===== src/rtl/sorted_stream_checker_beat_order_check.sv =====
// Combinational check that the E keys of one beat are non-decreasing from lane 0 upward.
// Also exposes the first and last lane keys for the inter-beat comparison.
module beat_order_check #(
  parameter int unsigned E_LOG = 2,
  parameter int unsigned KEYW  = 32
) (
  input  logic [(KEYW << E_LOG)-1:0] keys,
  output logic                       intra_ok,
  output logic [KEYW-1:0]            key_first,
  output logic [KEYW-1:0]            key_last
);

  localparam int unsigned E = 1 << E_LOG;

  always_comb begin
    intra_ok = 1'b1;
    for (int i = 0; i < int'(E) - 1; i++) begin
      if (keys[KEYW*i +: KEYW] > keys[KEYW*(i+1) +: KEYW]) begin
        intra_ok = 1'b0;
      end
    end
  end

  assign key_first = keys[0 +: KEYW];
  assign key_last  = keys[KEYW*(E-1) +: KEYW];

endmodule


===== config.mk =====
export PLATFORM = sky130hd
export DESIGN_NAME = beat_order_check
export DESIGN_NICKNAME = d
export VERILOG_FILES = /design/src/rtl/sorted_stream_checker_beat_order_check.sv
export SDC_FILE = /design/constraint.sdc
export NUM_CORES = 1
export LEC_CHECK = 0
export ABC_AREA = 1
export BUFFER_PORTS_ARGS = -buffer_cell sky130_fd_sc_hd__buf_2
export CAP_MARGIN = 10
export CORE_ASPECT_RATIO = 0.5
export CORE_UTILIZATION = 45
export DETAILED_ROUTE_END_ITERATION = 10
export GPL_TIMING_DRIVEN = 0
export MAX_ROUTING_LAYER = met4
export PLACE_DENSITY = 0.83
export SLEW_MARGIN = 20
export SYNTH_ARGS = -nofsm -noshare
export SYNTH_HDL_FRONTEND = slang
export SYNTH_SLANG_ARGS = --single-unit

===== constraint.sdc =====
create_clock -name vclk -period 1.9
set_input_delay 0.19 -clock vclk [all_inputs]
set_output_delay 0.19 -clock vclk [all_outputs]
set_load 0.1 [all_outputs]

==> reports/metrics.csv, run 1 <==
metric,value,unit
status,"complete, no violations",
vias,3493,
worstSetupPathType,in -> out,
firstDrtPassIters,4,
grt_pass1_vias,2916,
grt_pass1_wl,11.8,mm
synth_area,3060,sq um
critPathTopFamily,compound AO/OA/AOI/OAI gates,
maxSlewHeadroom,66.2,%
wl_met3,312,um
grt_max_degree,4,
core-area,6310,sq um
hold_buffers,0,
vdd_drop_max,0.199,mV
fin_cells,760,
setup_tns,0,ns
drcViolationCount,0,
synth_area_leaders,"ha_1 39%, buf_4 16%, inv_1 14%, nand2_1 11%, a21oi_1 7.4%",
cap_violations,0,
dr_wl_met2,4.82,mm
hold_path.class,in -> out,
hpwl,6.87,mm
placedCellCount,759,
dpl_cell_area,4140,sq um
critical_path_required,1.71,ns
drt_wl_total,9.03,mm
areaGrowthSynthToFinish,56.6,%
drt-wirelength-per-cell,11.9,um
synthCells,478,
critical_path_buf_inv_count,3,
n_clock_buffer,0,
grt_use_total,20.2,%
final_hold_viol_count,0,
fp-row-count,20,
drt_iter0_drc,89,
gp_congestion,0.852,
seq_cell_count,0,
worst_path_most_repeated_cell,nand2_1,
cp_slowest_cell,a21oi_1,
wl_met1,3.78,mm
fin_crit_sh,99.9,%
mappedNetlistNets,702,
drive_gt1_share,53.7,%
antenna_found_initial,0,
synth_common_cells,"112 x inv_1, 96 x ha_1, 93 x nand2_1",
crit_fanout,2,
synth_top_area_share,39.3,%
slowest_delay,0.22,ns
antenna_left,0,
synth_top_area_cell,ha_1,
p_leak,2.90,nW
finalMaxSlewViolations,0,
fmax,527,MHz
syn_avg_cell_area,6.39,sq um
die_w,119,um
viasPerCell,4.60,
die_area,7140,sq um
design_area,4780,sq um
routed.top_layer,met4,
crit_arrival,1.71,ns
place.port_buffers,193,
p_per_area,337,nW/um^2
crit_path_start_kind,input pin,
synth.most_common_cell,inv_1,
layout.nets,898,
initial_core_util,48.5,%
die_h,60.3,um
overflow,0,
antenna_cells,0,
yosys_warnings,0,
setup_viol,0,
seq_area,0,sq um
yosysSeqAreaShare,0,%
fin_crit,1.90,ns
end_kind,output port,
synth_cell_types,23,
tightest_slew,0.510,ns
path_cells,buf_2 > inv_2 > ha_4 > a21oi_1 > o21a_1 > nand2_1 > a21oi_2 > nand2_1 > nand2_1 > nand2_2 > nor2_4 > buf_12,
ios,193,
-- cell usage in the layout (no fill, tap or decap), drive strengths merged --
cell,count
buf,258
inv,114
ha,96
nand2,95
a21oi,45
nor2,28
o21ai,10
nand4,8
o21a,5
nand3,3
nor3,3
nor3b,2
a21o,2
o21bai,1
and3b,1
clkinv,1
-- report_power, final --
group	leakage (nW)	total, W	switching, W	internal (W)
clock network	0	0	0	0
logic	2.90	0.00161	0.00106	0.000553
registers	0	0	0	0
-- path summary, 6_finish.rpt --
path                  start           end  slack [ns]  depth (start not counted)
hold / removal    keys[119]  key_last[23]        0.87                          3
setup / recovery  keys[117]      intra_ok       0.001                         12
-- area by class of cell --
class | count | area, sq um
plain buffers | 64 | 480
repair buffers | 194 | 1030
well taps | 88 | 110
multi-input cells | 299 | 2730
inverters | 115 | 432
fillers | 476 | 1520
-- repair_timing --
| action | in CTS | in global routing |
|---|---|---|
| setup buffers | 1 | 0 |
| pin swaps | 16 | 35 |
| resized for setup | 18 | 102 |
| gates cloned | 0 | 0 |
| setup endpoints to repair | 1 | 1 |
-- cell families (layout without fill, tap and decap cells) --
kind of cell,count (synthesis),in the layout,synth area share (%)
compound gates,63,63,11.0
fa+ha+maj,96,96,39.3
simple gates,140,140,19.9
buf+inv,179,373,29.9
-- metrics by stage --
stage               power (W)  hold WS (ns)  setup WS [ns]  utilization (%)
floorplan             0.00105         0.592         0.0759                -
global placement      0.00135         0.878         -0.238             65.6
detailed placement    0.00137         0.878         -0.250             65.6
CTS                   0.00141         0.879        0.00311             67.2
global route          0.00174         0.881        -0.0581             75.9
finish                0.00161         0.871       0.000971             75.9
-- routing by layer --
layer  track usage, %  vias up
li1                 -     1836
met1             24.9     1554
met2             39.3       91
met3            0.573       12
met4            0.542        0
met5                -        -
-- tightest hold or removal path, delay by kind of cell --
kind	cells	cell delay, ns
buffers and inverters	3	0.49
(Power assumes the default switching activity.)
==> run 2, diff against run 1 <==
--- a/config.mk
+++ b/config.mk
@@ -14,6 +14,7 @@
 export GPL_TIMING_DRIVEN = 0
 export MAX_ROUTING_LAYER = met4
 export PLACE_DENSITY = 0.83
+export RECOVER_POWER = 50
 export SLEW_MARGIN = 20
 export SYNTH_ARGS = -nofsm -noshare
 export SYNTH_HDL_FRONTEND = slang
==> reports/metrics.csv, run 2 (synthesis results as in run 1) <==
metric,value,unit
status,"complete, but fails checks",
violations,setup timing,
timing.final.ws_setup,-0.000989,ns
final_cell_mix,"149 x buf_2, 94 x inv_1, 79 x nand2_1",
critical_path_buf_inv_count,3,
seqPwrFrac,0,%
power_frac_comb,100.0,%
maxSlewHeadroom,22.1,%
drt-wirelength-per-cell,11.9,um
end_kind,output port,
switching_share,66.1,%
overflow,0,
drt_iter0_drc,89,
min-delay-start,keys[120],
slowest_delay,0.22,ns
critPathTopFamily,compound AO/OA/AOI/OAI gates,
fp-row-count,20,
die_area,7140,sq um
fin_crit_sh,100,%
drt_wl_total,9.02,mm
viasPerCell,4.59,
tightest_slew,1.17,ns
final_common_cell,buf_2,
n_clock_buffer,0,
utilization,75.2,%
grt_pass1_vias,2916,
initial_core_util,48.5,%
switching_power,0.00106,W
critical_path_required,1.71,ns
grt_max_degree,4,
areaGrowthSynthToFinish,55.2,%
p_per_area,337,nW/um^2
path_cells,buf_2 > inv_2 > ha_4 > a21oi_1 > o21a_1 > nand2_1 > a21oi_2 > nand2_1 > nand2_1 > nand2_2 > nor2_4 > buf_12,
seq_cell_count,0,
ios,193,
core-area,6310,sq um
crit_path_start_kind,input pin,
grt_pass1_wl,11.8,mm
vias,3485,
design_area,4740,sq um
hold_path.class,in -> out,
firstDrtPassIters,4,
fin_crit,1.90,ns
setup_viol,1,
antenna_found_initial,0,
die_h,60.3,um
antenna_cells,0,
final_hold_viol_count,0,
place.port_buffers,193,
fin_cells,760,
gp_congestion,0.852,
drive_gt1_share,49.0,%
layout.nets,898,
hpwl,6.87,mm
power.internal,0.000542,W
fmax,526,MHz
clockPowerShare,0,%
crit_arrival,1.71,ns
crit_fanout,2,
p_leak,2.81,nW
worst_path_most_repeated_cell,nand2_1,
startpoint,keys[117],
placedCellCount,759,
die_w,119,um
cp_slowest_cell,a21oi_1,
total_power,0.00160,W
finalMaxSlewViolations,0,
drcViolationCount,0,
dpl_cell_area,4140,sq um
seq_area,0,sq um
antenna_left,0,
vdd_drop_max,0.197,mV
grt_use_total,20.2,%
cap_violations,0,
worstSetupPathType,in -> out,
## run 2: cell types whose count changed in the layout (fill, tap and decap cells not counted)
cell,before,now
buf_2,181,149
clkbuf_1,0,32
## run 2: worst paths after layout
kind                       end  cells after the start
setup / recovery      intra_ok                     12
hold / removal    key_last[24]                      3
## run 2: routing by layer
layer  vias up  part of all wire [%]  GRT usage [%]
met5         -                     0              -
met4         0                   1.3          0.542
met3        12                   3.3          0.573
met2        83                    53           39.3
met1      1554                    42           24.9
li1       1836                     -              -
## run 2: power by group through the flow
stage | combinational, W | sequential (W) | clock (W)
final | 0.00160 | 0 | 0
after floorplan | 0.00105 | 0 | 0
after CTS | 0.00141 | 0 | 0
after detailed placement | 0.00137 | 0 | 0
after global routing | 0.00173 | 0 | 0
after global placement | 0.00135 | 0 | 0
## run 2: layout make-up
cell class                 instances  area [sq um]
buffer                            64           480
fill                             496          1560
inverter                         115           432
multi-input combinational        299          2730
tap                               88           110
timing repair buffer             194           995
## run 2: what timing repair did
item / in CTS / in global routing
setup buffers: 1 / 0
hold buffers: 0 / 0
pin swaps: 16 / 35
gates cloned: 0 / 0
resized for setup: 18 / 102
endpoints found under the setup margin: 1 / 1
## run 2: per-stage QoR
stage	hold slack (ns)	TNS [ns]	setup slack, ns
2_1_floorplan	0.592	0	0.0759
3_5_place_dp	0.878	-0.250	-0.250
6_report	0.880	-0.000989	-0.000989
4_1_cts	0.879	0	0.00311
3_3_place_gp	0.878	-0.238	-0.238
5_1_grt	0.897	-0.0581	-0.0581
==> run 3, diff against run 2 <==
--- a/config.mk
+++ b/config.mk
@@ -15,6 +15,7 @@
 export MAX_ROUTING_LAYER = met4
 export PLACE_DENSITY = 0.83
 export RECOVER_POWER = 50
+export SETUP_SLACK_MARGIN = 0.4
 export SLEW_MARGIN = 20
 export SYNTH_ARGS = -nofsm -noshare
 export SYNTH_HDL_FRONTEND = slang
==> reports/metrics.csv, run 3 (synthesis results as in run 1) <==
metric,value,unit
status,"complete, but fails checks",
violations,setup timing,
hold_path.class,in -> out,
grt_max_degree,4,
grt_use_total,20.5,%
holdWs,0.879,ns
fp-row-count,20,
fin_cells,761,
final_cell_mix,"151 x buf_2, 104 x inv_1, 87 x nand2_1",
path_cells,buf_2 > inv_1 > ha_4 > a21oi_1 > nor2_1 > nor2_1 > nand3_2 > a21oi_2 > nand2_1 > nand2_1 > nand2_2 > nor2_4 > buf_12,
whs_path_depth,3,
overflow,0,
power_frac_comb,100.0,%
grt_use_met1,25.9,%
clockPowerShare,0,%
crit_path_start_kind,input pin,
vdd_drop_max,0.167,mV
p_per_area,332,nW/um^2
switching_share,66.9,%
setup_viol,1,
p_leak,2.81,nW
switching_power,0.000987,W
viasPerCell,4.40,
die_area,7140,sq um
areaGrowthSynthToFinish,45.5,%
rsz0062_at_grt,yes,
drcViolationCount,0,
antenna_found_initial,0,
fmax,517,MHz
finalMaxSlewViolations,0,
critical_path_required,1.71,ns
dpl_cell_area,4200,sq um
grt_pass1_vias,2874,
n_clock_buffer,0,
ios,193,
end_kind,output port,
gp_congestion,0.835,
vias,3351,
place.port_buffers,193,
cap_violations,0,
crit_arrival,1.74,ns
grt_pass1_wl,11.8,mm
nFillCells,547,
top_usage_layer,met2,
multi_input_area,2400,sq um
core-area,6310,sq um
drt_wl_total,7.72,mm
fin_crit,1.93,ns
final_common_cell,buf_2,
final_hold_viol_count,0,
gr-usage-met2,38.3,%
antenna_cells,0,
worstSetupPathType,in -> out,
utilization,70.5,%
firstDrtPassIters,6,
fin_crit_sh,102,%
crit_fanout,2,
tightest_slew,1.17,ns
placedCellCount,759,
drive_gt1_share,40.7,%
hold_buffers,0,
die_w,119,um
drt-wirelength-per-cell,10.1,um
total_power,0.00148,W
cp_slowest_cell,ha_4,
power.internal,0.000488,W
seq_cell_count,0,
seqPwrFrac,0,%
initial_core_util,48.5,%
die_h,60.3,um
hpwl,7.01,mm
drt_iter0_drc,79,
seq_area,0,sq um
layout.nets,899,
antenna_left,0,
slowest_delay,0.20,ns
design_area,4450,sq um
timing.final.ws_setup,-0.0328,ns
met3_usage,0.859,%
maxSlewHeadroom,22.1,%
run 3: metrics by stage:
step | TNS [ns] | setup slack, ns
floorplan | 0 | 0.0961
global placement | -0.275 | -0.275
detailed placement | -0.303 | -0.303
CTS | -0.0187 | -0.0187
global route | -0.172 | -0.172
finish | -0.0328 | -0.0328
run 3: path summary, 6_finish.rpt:
check,endpoint,startpoint
worst min-delay path,key_last[6],keys[102]
worst max-delay path,intra_ok,keys[53]
run 3: layout make-up:
cell class / instances / share of cell area, %
Multi-Input combinational cell: 299 / 53.9
Timing Repair Buffer: 195 / 23.0
Buffer: 64 / 10.8
Inverter: 115 / 9.82
Tap cell: 88 / 2.48
run 3: power groups by stage:
stage	sequential [W]	clock, W	combinational (W)
final	0	0	0.00148
after global routing	0	0	0.00161
after CTS	0	0	0.00145
after detailed placement	0	0	0.00140
after global placement	0	0	0.00137
after floorplan	0	0	0.00107
run 3: routing by layer:
layer | up-vias | part of all wire (%)
li1 | 1843 | -
met1 | 1423 | 46
met2 | 81 | 49
met3 | 4 | 4.0
met4 | 0 | 0.45
met5 | - | 0
run 3: worst max-delay path: cells and delay by family:
family	cells	cell delay, ns
buffers and inverters	3	0.40
AND/OR/NAND/NOR	7	0.61
AO/OA/AOI/OAI	2	0.34
adder cells (fa/ha/maj)	1	0.20
run 3: what timing repair did:
action / in CTS / in global routing
resized for setup: 24 / 29
cloned: 0 / 0
setup buffers: 2 / 0
endpoints found under the setup margin: 1 / 1
pin swaps: 18 / 20
